### src/rtl/vector_sweeper.sv
// Purpose: sweeps a stimulus vector (binary, gray or walking-one) and compacts responses into a 16-bit MISR.
// Latency: first vector appears one cycle after an accepted start; done rises NVEC*DWELL cycles after start.
// Backpressure: none; start is ignored while a sweep runs, abort terminates it immediately.
module vector_sweeper #(
    parameter int          WIDTH  = 3,
    parameter int          RESP_W = 2,
    parameter int          DWELL  = 10,
    parameter logic [15:0] POLY   = 16'h1021
) (
    input  logic              clk,
    input  logic              rst_n,
    input  logic              start,
    input  logic              abort,
    input  logic [1:0]        mode,
    input  logic [RESP_W-1:0] resp_in,
    output logic [WIDTH-1:0]  stim_out,
    output logic              stim_valid,
    output logic              busy,
    output logic              done,
    output logic [15:0]       signature,
    output logic [16:0]       vec_count
);

    // Dwell counter needs at least one bit even when every vector lasts a single cycle.
    localparam int             DCW        = (DWELL > 1) ? $clog2(DWELL) : 1;
    localparam logic [DCW-1:0] DWELL_LAST = DCW'(DWELL - 1);
    localparam logic [WIDTH:0] LAST_BIN   = (WIDTH + 1)'((1 << WIDTH) - 1);
    localparam logic [WIDTH:0] LAST_WALK  = (WIDTH + 1)'(WIDTH - 1);

    typedef enum logic [1:0] {
        S_IDLE,
        S_RUN,
        S_DONE
    } state_t;

    state_t         state;
    logic [1:0]     mode_q;
    logic [WIDTH:0] idx;
    logic [DCW-1:0] dwell_cnt;
    logic [WIDTH:0] idx_next;
    logic [15:0]    sig_next;

    // Vector for a given pattern and index; modes 0 and 3 are both plain binary.
    function automatic logic [WIDTH-1:0] vec_of(input logic [1:0] m, input logic [WIDTH:0] i);
        logic [WIDTH-1:0] b;
        logic [WIDTH-1:0] one;
        b      = i[WIDTH-1:0];
        one    = '0;
        one[0] = 1'b1;
        case (m)
            2'd1:    vec_of = b ^ (b >> 1);
            2'd2:    vec_of = one << i;
            default: vec_of = b;
        endcase
    endfunction

    // Index of the final vector; the index counter is one bit wider so it never wraps early.
    function automatic logic [WIDTH:0] last_of(input logic [1:0] m);
        last_of = (m == 2'd2) ? LAST_WALK : LAST_BIN;
    endfunction

    // Next index and next MISR value for the sample taken at the end of a dwell period.
    always_comb begin
        idx_next = idx + 1'b1;
        sig_next = {signature[14:0], 1'b0} ^ (signature[15] ? POLY : 16'h0000) ^ 16'(resp_in);
    end

    // Sweep state machine with every output registered.
    always_ff @(posedge clk or negedge rst_n) begin
        if (!rst_n) begin
            state      <= S_IDLE;
            mode_q     <= 2'd0;
            idx        <= '0;
            dwell_cnt  <= '0;
            stim_out   <= '0;
            stim_valid <= 1'b0;
            busy       <= 1'b0;
            done       <= 1'b0;
            signature  <= 16'h0000;
            vec_count  <= 17'd0;
        end else begin
            case (state)
                S_IDLE, S_DONE: begin
                    if (abort) begin
                        // Abort outranks a simultaneous start and clears a pending done.
                        state <= S_IDLE;
                        done  <= 1'b0;
                    end else if (start) begin
                        state      <= S_RUN;
                        mode_q     <= mode;
                        idx        <= '0;
                        dwell_cnt  <= '0;
                        stim_out   <= vec_of(mode, '0);
                        stim_valid <= 1'b1;
                        busy       <= 1'b1;
                        done       <= 1'b0;
                        signature  <= 16'h0000;
                        vec_count  <= 17'd0;
                    end
                end
                S_RUN: begin
                    if (abort) begin
                        // Signature and vec_count stay frozen at their values for inspection.
                        state      <= S_IDLE;
                        idx        <= '0;
                        dwell_cnt  <= '0;
                        stim_out   <= '0;
                        stim_valid <= 1'b0;
                        busy       <= 1'b0;
                        done       <= 1'b0;
                    end else if (dwell_cnt == DWELL_LAST) begin
                        signature <= sig_next;
                        vec_count <= vec_count + 17'd1;
                        dwell_cnt <= '0;
                        if (idx == last_of(mode_q)) begin
                            state      <= S_DONE;
                            idx        <= '0;
                            stim_out   <= '0;
                            stim_valid <= 1'b0;
                            busy       <= 1'b0;
                            done       <= 1'b1;
                        end else begin
                            idx      <= idx_next;
                            stim_out <= vec_of(mode_q, idx_next);
                        end
                    end else begin
                        dwell_cnt <= dwell_cnt + 1'b1;
                    end
                end
                default: state <= S_IDLE;
            endcase
        end
    end

endmodule

### config.mk
export PLATFORM = sky130hd
export DESIGN_NAME = vector_sweeper
export DESIGN_NICKNAME = d
export VERILOG_FILES = /design/src/rtl/vector_sweeper.sv
export SDC_FILE = /design/constraint.sdc
export NUM_CORES = 1
export LEC_CHECK = 0
export ABC_AREA = 0
export CAP_MARGIN = 10
export CORE_MARGIN = 8
export CORE_UTILIZATION = 47
export CTS_BUF_LIST = sky130_fd_sc_hd__clkbuf_8 sky130_fd_sc_hd__clkbuf_16
export DETAILED_ROUTE_END_ITERATION = 16
export PLACE_DENSITY = 0.76
export SLEW_MARGIN = 20
export SYNTH_ARGS = -nofsm -noshare
export SYNTH_HDL_FRONTEND = slang
export SYNTH_SLANG_ARGS = --single-unit
### constraint.sdc
create_clock -name clk -period 2.1 [get_ports clk]
set_input_delay 0.21 -clock clk [delete_from_list [all_inputs] [get_ports clk]]
set_output_delay 0.21 -clock clk [all_outputs]
set_load 0.01 [all_outputs]
==> results.json, run 1 <==
{
  "worstSetupPathType": "reg -> reg",
  "drc": 0,
  "synth_cell_types": 44,
  "drtAntennaViolNets": 0,
  "rrSetupSlack_ns": 0.28,
  "portBuffers": 46,
  "cts-root-buf": "clkbuf_8",
  "initial_core_util_pct": 47.6,
  "p_int_mw": 1.54,
  "cp_max_fo": 23,
  "synthFlopType": "dfrtp_1",
  "ir_drop_mv": 0.369,
  "hold_viol": 15,
  "swShare_pct": 27.8,
  "synth_top_area_cell": "dfrtp_1",
  "end_kind": "flop",
  "cts_inserted_buffers": 5,
  "die_area_sq_mm": 0.00809,
  "synth-edff-count": 0,
  "synthCells": 281,
  "numClockSinks": 50,
  "finalCritPeriodShare_pct": 86.6,
  "first_global_vias": 2229,
  "yosysMostFrequentCell": "dfrtp_1",
  "rsz0062_at_grt": "no",
  "yosys_warnings": 0,
  "pwr-share-clk_pct": 33.2,
  "whs_ns": -0.0151,
  "p_switching_uw": 592,
  "wl_mm": 6.13,
  "die_x_um": 90.0,
  "p_leak_nw": 1.39,
  "p_comb_share_pct": 17.4,
  "syn_to_final_growth_pct": 27.0,
  "violations": "negative hold slack",
  "yosysTopAreaCellShare_pct": 48.7,
  "diodes": 0,
  "place_hpwl_mm": 4.25,
  "synthTopCellsByCount": "50 x dfrtp_1, 47 x nand2_1, 28 x nand3_1",
  "slew_viol_final": 0,
  "gr-total-overflow": 0,
  "place.gp.congestion": 0.754,
  "power.total_mw": 2.13,
  "antenna_found_initial": 0,
  "hold_class": "in -> async",
  "layout-drive-gt1-share_pct": 8.18,
  "dr.pass1.iters": 4,
  "insertion_delay_ns": 0.31,
  "cts_max_path_buffers": 2,
  "finalSetupViolations": 0,
  "synth_area_leaders": "dfrtp_1 49%, nand2_1 6.9%, nand3_1 5.5%",
  "grt_pass1_wl_mm": 10.7,
  "synth_nets": 295,
  "run_status": "finished, violations left",
  "cp.required_ns": 2.34,
  "die_h_um": 90.0,
  "drt-vias-per-instance": 5.62,
  "final.min_clock_period_ns": 1.82,
  "cp.arrival_ns": 2.06,
  "synthArstFlopShare_pct": 100,
  "synth_area_per_cell_sq_um": 9.15,
  "path_clk_slew_ns": 0.09,
  "power_frac_seq_pct": 49.5,
  "fmax_mhz": 550,
  "clock_skew_ns": 0.00789,
  "wl_per_cell_um": 15.2,
  "synth.yosys.seq_area_share_pct": 48.7,
  "track_usage_pct": 15.7,
  "htree_levels": 2,
  "ioPinCount": 47,
  "maxCapViolCount": 0,
  "cts_tree": "done",
  "num_vias": 2261,
  "grt_max_degree": 51,
  "synth-seq-cells": 50,
  "worst_pin_slew_ns": 0.632,
  "netlist_area_sq_mm": 0.00257,
  "num_rows": 27,
  "drt-initial-drc-count": 102,
  "core_sq_mm": 0.00541,
  "slew_headroom_pct": 57.8,
  "nets": 343,
  "startpoint_type": "flop",
  "p_per_area_mw_per_mm2": 652
}
layout by cell type, fill, tap and decap left out, types with 3 or more instances in the layout:
cell type / count
dfrtp_1: 50
nand2_1: 47
clkdlybuf4s50_1: 45
nand3_1: 28
o21ai_0: 20
a21oi_1: 16
nor2_1: 14
o31ai_1: 13
buf_4: 13
or4_1: 10
xnor2_1: 7
ha_1: 6
inv_1: 5
nand4_1: 5
clkbuf_8: 5
nor3b_1: 4
nor2b_1: 3
and3_1: 3
final timing paths:
kind | startpoint | endpoint | depth (start not counted)
max in group asynchronous | rst_n | state[1] | 2
setup reg to reg | dwell_cnt[1] | vec_count[8] | 6
setup / recovery | dwell_cnt[1] | vec_count[8] | 6
hold / removal | rst_n | stim_out[1] | 2
hold reg to reg | stim_out[2] | stim_out[2] | 2
min in group clk | stim_out[2] | stim_out[2] | 2
flip-flops by register name, summed over array words and instances, names as in the netlist, 2 cells and up:
register   count
dwell_cnt      4
idx            4
mode_q         2
signature     16
state          2
stim_out       3
vec_count     17
per-layer routing:
layer	vias up	share of wire, %	global-route usage (%)
met1	1101	44	19.3
met2	45	48	25.3
met5	-	0	0
li1	1105	-	-
met4	0	1.7	5.69
met3	10	5.3	4.74
metrics by stage:
stage          util, %  setup TNS (ns)  cell area, sq um  worst slack (ns)  cells
4_1_cts           60.3               0              3260            0.0936    402
3_3_place_gp      58.1               0              3140            0.0650    394
6_report          60.4               0              3270             0.281    402
5_1_grt           60.4               0              3270             0.152    402
2_1_floorplan        -               0              2570             0.195    281
3_5_place_dp      58.1         -0.0157              3140          -0.00844    394
worst max-delay path: stages, from the launching register on:
cell and delay [ns]:
dfrtp_1 0.42, inv_1 0.08, ha_1 0.17, and3b_1 0.24, a21oi_4 0.16, or4_1 0.52
a21oi_1 0.16
logic make-up after synthesis:
kind of cell	Yosys count	synth area share, %
flip-flops	50	48.7
XOR/XNOR	9	3.07
multiplexers	1	0.389
buffers and inverters	23	3.55
AND/OR/NAND/NOR	132	27.0
AO/OA/AOI/OAI	60	14.5
adder cells (fa/ha/maj)	6	2.92
area by class of cell:
type / instances / area, sq um
clock inverter: 3 / 47.5
fill: 480 / 2140
tap: 72 / 90.1
timing repair buffer: 59 / 553
inverter: 5 / 18.8
sequential: 50 / 1250
multi-input combinational: 208 / 1240
clock buffer: 5 / 68.8
repair_timing:
item                                    CTS  global route
setup buffers                             0             0
endpoints found under the setup margin    0             6
gates resized for setup                   0             1
hold buffers                              0             0
power groups by stage:
stage / Combinational [mW] / Clock, mW / Sequential (mW)
floorplan: 0.214 / 0 / 1.07
global placement: 0.358 / 0 / 1.07
detailed placement: 0.371 / 0 / 1.07
CTS: 0.373 / 0.719 / 1.05
global route: 0.417 / 0.761 / 1.06
finish: 0.370 / 0.707 / 1.05
No activity file was read; power rests on OpenSTA's default activity.
==> run 2: changes to the inputs <==
--- a/config.mk
+++ b/config.mk
@@ -8,10 +8,11 @@
 export ABC_AREA = 0
 export CAP_MARGIN = 10
 export CORE_MARGIN = 8
-export CORE_UTILIZATION = 47
+export CORE_UTILIZATION = 57
 export CTS_BUF_LIST = sky130_fd_sc_hd__clkbuf_8 sky130_fd_sc_hd__clkbuf_16
 export DETAILED_ROUTE_END_ITERATION = 16
-export PLACE_DENSITY = 0.76
+export DONT_BUFFER_PORTS = 1
+export PLACE_DENSITY = 0.8
 export SLEW_MARGIN = 20
 export SYNTH_ARGS = -nofsm -noshare
 export SYNTH_HDL_FRONTEND = slang
==> run 2 against run 1 <==
The flow now finishes without violations. Critical path type unchanged. Sequential share of layout area grew 6.6 points. Global-route usage increased by 0.69 points. Non-clock buffer count shrank 47. Fmax decreased by 3.5%. Highest routed layer unchanged. Flip-flop and latch count is the same. Final cell count down 17%. Design area fell by 15%.
==> results.json, run 2 (synthesized netlist as in run 1, its figures left out) <==
{
  "run_status": "finished, final reports clean",
  "drtAntennaViolNets": 0,
  "wl_mm": 5.57,
  "whs_ns": 0.0261,
  "path_clk_slew_ns": 0.09,
  "gr-total-overflow": 0,
  "core_sq_mm": 0.00435,
  "cts_resized": 0,
  "final.min_clock_period_ns": 1.88,
  "holdPathStages": 2,
  "num_rows": 24,
  "cp.arrival_ns": 2.12,
  "largest_reg_flops": 17,
  "cts_tree": "done",
  "startpoint_type": "flop",
  "final_common_cell": "dfrtp_1",
  "postCtsSetupRepairBufs": 0,
  "fmax_mhz": 531,
  "fin_tns_setup_ns": 0,
  "layout-drive-gt1-share_pct": 8.13,
  "die_area_sq_mm": 0.00692,
  "cts-root-buf": "clkbuf_8",
  "numClockSinks": 50,
  "rsz0062_at_grt": "no",
  "reg2reg_depth": 4,
  "reg_top3": "vec_count x17, signature x16",
  "syn_to_final_growth_pct": 8.42,
  "p_per_area_mw_per_mm2": 730,
  "num_vias": 2094,
  "ioPinCount": 47,
  "die_x_um": 83.2,
  "nets": 296,
  "hold_viol": 0,
  "ir_drop_mv": 0.487,
  "multi_input_area_sq_mm": 0.00123,
  "layout.area.seq_sq_mm": 0.00125,
  "cts_inserted_buffers": 5,
  "htree_levels": 2,
  "cp.required_ns": 2.33,
  "worstSetupPathType": "reg -> reg",
  "layout_common_cells": "50 x dfrtp_1, 47 x nand2_1, 28 x nand3_1",
  "finalSetupViolations": 0,
  "post-route-util_pct": 64.0,
  "clock_skew_ns": 0.00640,
  "dr.pass1.iters": 5,
  "drt-initial-drc-count": 107,
  "maxCapViolCount": 0,
  "track_usage_pct": 16.4,
  "finalCritPeriodShare_pct": 89.7,
  "place_hpwl_mm": 3.87,
  "slew_headroom_pct": 72.1,
  "place.gp.congestion": 0.818,
  "first_global_vias": 1936,
  "die_h_um": 83.2,
  "diodes": 0,
  "cp_max_fo": 11,
  "insertion_delay_ns": 0.31,
  "hold_class": "in -> reg",
  "drt-vias-per-instance": 6.25,
  "grt_max_degree": 51,
  "worst_pin_slew_ns": 0.418,
  "cts_max_path_buffers": 2,
  "end_kind": "flop",
  "portBuffers": 0,
  "top_register": "vec_count",
  "grt_pass1_wl_mm": 9.58,
  "antenna_found_initial": 0,
  "initial_core_util_pct": 59.1,
  "slew_viol_final": 0,
  "fill_cells": 344,
  "wl_per_cell_um": 16.6,
  "drc": 0,
  "p_leak_nw": 1.23
}
[run 2: cell types whose count changed in the layout (fill, tap and decap cells not counted)]
cell,before,now
clkdlybuf4s50_1,45,0
buf_4,13,9
clkinv_2,0,2
dlygate4sd3_1,0,2
inv_6,2,0
a21oi_2,0,1
a21oi_4,1,0
buf_16,0,1
buf_2,1,0
[run 2: per-layer routing]
metal	wire (um)	vias to the layer above	share of wire (%)	GRT usage, %
li1	-	1016	-	-
met5	0	-	0	0
met4	68	0	1.2	5.59
met3	462	5	8.3	6.84
met1	2400	1021	43	20.0
met2	2630	52	47	25.4
[run 2: path summary, 6_finish.rpt]
kind	start	endpoint	slack, ns
min in group asynchronous	rst_n	mode_q[0]	0.40
worst min-delay path	mode[1]	mode_q[1]	0.03
max in group asynchronous	rst_n	state[0]	1.48
worst min register to register	dwell_cnt[1]	dwell_cnt[1]	0.54
worst max register to register	vec_count[1]	vec_count[16]	0.22
worst max-delay path	vec_count[1]	vec_count[16]	0.22
[run 2: stage by stage]
stage | power, mW | cells | instance area [sq um] | worst slack, ns
2_1_floorplan | 1.29 | 281 | 2570 | 0.195
3_3_place_gp | 1.33 | 324 | 2630 | 0.304
3_5_place_dp | 1.36 | 324 | 2630 | 0.240
4_1_cts | 2.06 | 335 | 2790 | 0.197
5_1_grt | 2.15 | 335 | 2790 | 0.0685
6_report | 2.04 | 335 | 2790 | 0.215
[run 2: repair_timing]
action / in CTS / in global routing
hold buffers: 3 / 0
setup endpoints to repair: 0 / 0
endpoints found under the hold margin: 51 / 0
[run 2: power by group]
| group | leakage, nW | switching [mW] | total (mW) | internal, mW |
|---|---|---|---|---|
| sequential | 0.689 | 0.0570 | 1.07 | 1.01 |
| combinational | 0.485 | 0.181 | 0.300 | 0.119 |
| clock | 0.0579 | 0.318 | 0.669 | 0.351 |
[run 2: worst max-delay path: stages (launching register included)]
cell and delay (ns):
dfrtp_1 0.47, ha_1 0.24, nand4_1 0.36, or4_1 0.58
a21oi_1 0.16
[run 2: cell type report]
cell class | instances | share of cell area, %
Clock buffer | 5 | 2.47
Tap cell | 52 | 2.33
Inverter | 5 | 0.673
Sequential cell | 50 | 44.9
Clock inverter | 3 | 1.44
Timing Repair Buffer | 12 | 4.13
Multi-Input combinational cell | 208 | 44.1
==> run 3: changes to the inputs <==
--- a/config.mk
+++ b/config.mk
@@ -9,7 +9,7 @@
 export CAP_MARGIN = 10
 export CORE_MARGIN = 8
 export CORE_UTILIZATION = 57
-export CTS_BUF_LIST = sky130_fd_sc_hd__clkbuf_8 sky130_fd_sc_hd__clkbuf_16
+export CTS_BUF_LIST = sky130_fd_sc_hd__clkbuf_16
 export DETAILED_ROUTE_END_ITERATION = 16
 export DONT_BUFFER_PORTS = 1
 export PLACE_DENSITY = 0.8
==> run 3 against run 2 <==
Core utilization up 1.1 points. Design area grew 1.7%. Total power is 11% higher. Wire length grew 1.0%. Hold slack lost 0.014 ns. Die area unchanged. Sequential share of layout area shrank 0.73 points.
==> results.json, run 3 (synthesized netlist as in run 1, its figures left out) <==
{
  "power_frac_seq_pct": 47.1,
  "stdcell_area_sq_mm": 0.00283,
  "finalSetupViolations": 0,
  "top_register": "vec_count",
  "ioPinCount": 47,
  "cts_inserted_buffers": 5,
  "wl_per_cell_um": 16.8,
  "cp.arrival_ns": 2.11,
  "num_rows": 24,
  "first_global_vias": 1938,
  "swShare_pct": 25.6,
  "largest_reg_flops": 17,
  "cp_max_fo": 11,
  "maxCapViolCount": 0,
  "p_comb_share_pct": 13.2,
  "diodes": 0,
  "dr.pass1.iters": 4,
  "cp.required_ns": 2.31,
  "slew_headroom_pct": 72.0,
  "path_clk_slew_ns": 0.06,
  "clock_skew_ns": 0.00475,
  "grt_max_degree": 51,
  "num_vias": 2103,
  "rrSetupSlack_ns": 0.20,
  "end_kind": "flop",
  "initial_core_util_pct": 59.1,
  "syn_to_final_growth_pct": 10.2,
  "hold_class": "in -> reg",
  "ir_drop_mv": 0.545,
  "finalCritPeriodShare_pct": 90.5,
  "placed_cell_area_sq_mm": 0.00263,
  "p_per_area_mw_per_mm2": 800,
  "track_usage_pct": 16.8,
  "nets": 295,
  "pwr-share-clk_pct": 39.7,
  "hold_viol": 0,
  "worstSetupPathType": "reg -> reg",
  "htree_levels": 2,
  "cts-root-buf": "clkbuf_16",
  "layout_common_cells": "50 x dfrtp_1, 47 x nand2_1, 28 x nand3_1",
  "drt-vias-per-instance": 6.30,
  "p_leak_nw": 1.25,
  "gr-total-overflow": 0,
  "cts_max_path_buffers": 2,
  "die_x_um": 83.2,
  "layout-drive-gt1-share_pct": 8.16,
  "place.gp.congestion": 0.818,
  "cts_resized": 0,
  "grt_pass1_wl_mm": 9.69,
  "place_hpwl_mm": 3.87,
  "cts_tree": "done",
  "antenna_found_initial": 0,
  "reg_top3": "vec_count x17, signature x16",
  "postCtsHoldBufs": 2,
  "p_int_mw": 1.69,
  "startpoint_type": "flop",
  "worst_pin_slew_ns": 0.419,
  "die_area_sq_mm": 0.00692,
  "insertion_delay_ns": 0.29,
  "wl_mm": 5.62,
  "fin_tns_setup_ns": 0,
  "final_common_cell": "dfrtp_1",
  "fmax_mhz": 526,
  "die_h_um": 83.2,
  "drtAntennaViolNets": 0,
  "run_status": "finished, final reports clean",
  "drc": 0,
  "p_switching_uw": 581,
  "numClockSinks": 50,
  "final.min_clock_period_ns": 1.90,
  "drt-initial-drc-count": 133,
  "portBuffers": 0,
  "slew_viol_final": 0,
  "core_sq_mm": 0.00435,
  "rsz0062_at_grt": "no",
  "postCtsSetupRepairBufs": 0
}
[run 3: through the flow]
stage | hold slack (ns) | setup slack [ns] | std cells | power, mW | util (%)
after CTS | 0.0106 | 0.198 | 334 | 2.29 | 65.1
after detailed placement | -0.0837 | 0.240 | 324 | 1.36 | 60.4
final | 0.0122 | 0.200 | 334 | 2.27 | 65.1
after floorplan | -0.0856 | 0.195 | 281 | 1.29 | -
after global routing | 0.0224 | 0.0687 | 334 | 2.38 | 65.1
after global placement | -0.0838 | 0.304 | 324 | 1.33 | 60.4
[run 3: area by class of cell]
type                       instances  area (sq um)
clock buffer                       5           125
inverter                           5          18.8
sequential                        50          1250
clock inverter                     3          40.0
fill                             331          1520
timing repair buffer              11           105
tap                               52          65.1
multi-input combinational        208          1230
[run 3: layer usage]
metal | vias to the layer above | part of all wire (%) | track usage [%]
met5 | - | 0 | 0
met4 | 0 | 1.1 | 5.43
met3 | 7 | 8.8 | 7.03
met2 | 60 | 47 | 26.2
met1 | 1025 | 43 | 20.3
li1 | 1011 | - | -
[run 3: path summary, 6_finish.rpt]
| check | start | end | cells past startpoint |
|---|---|---|---|
| setup / recovery | vec_count[1] | vec_count[16] | 4 |
| hold reg to reg | dwell_cnt[1] | dwell_cnt[1] | 2 |
| max in group asynchronous | rst_n | vec_count[0] | 2 |
| hold / removal | abort | state[1] | 1 |
| setup reg to reg | vec_count[1] | vec_count[16] | 4 |
| min in group asynchronous | rst_n | vec_count[12] | 2 |
[run 3: critical path, cell delays in order, from the launching register on]
cell and delay, ns:
dfrtp_1 0.46, ha_1 0.24, nand4_1 0.37, or4_1 0.59
a21oi_1 0.17
[run 3: power groups by stage]
stage          clock network, mW  logic, mW  registers, mW
2_1_floorplan                  0      0.214           1.07
6_report                   0.900      0.299           1.07
3_3_place_gp                   0      0.252           1.08
5_1_grt                    0.961      0.345           1.08
4_1_cts                    0.918      0.302           1.07
3_5_place_dp                   0      0.272           1.09
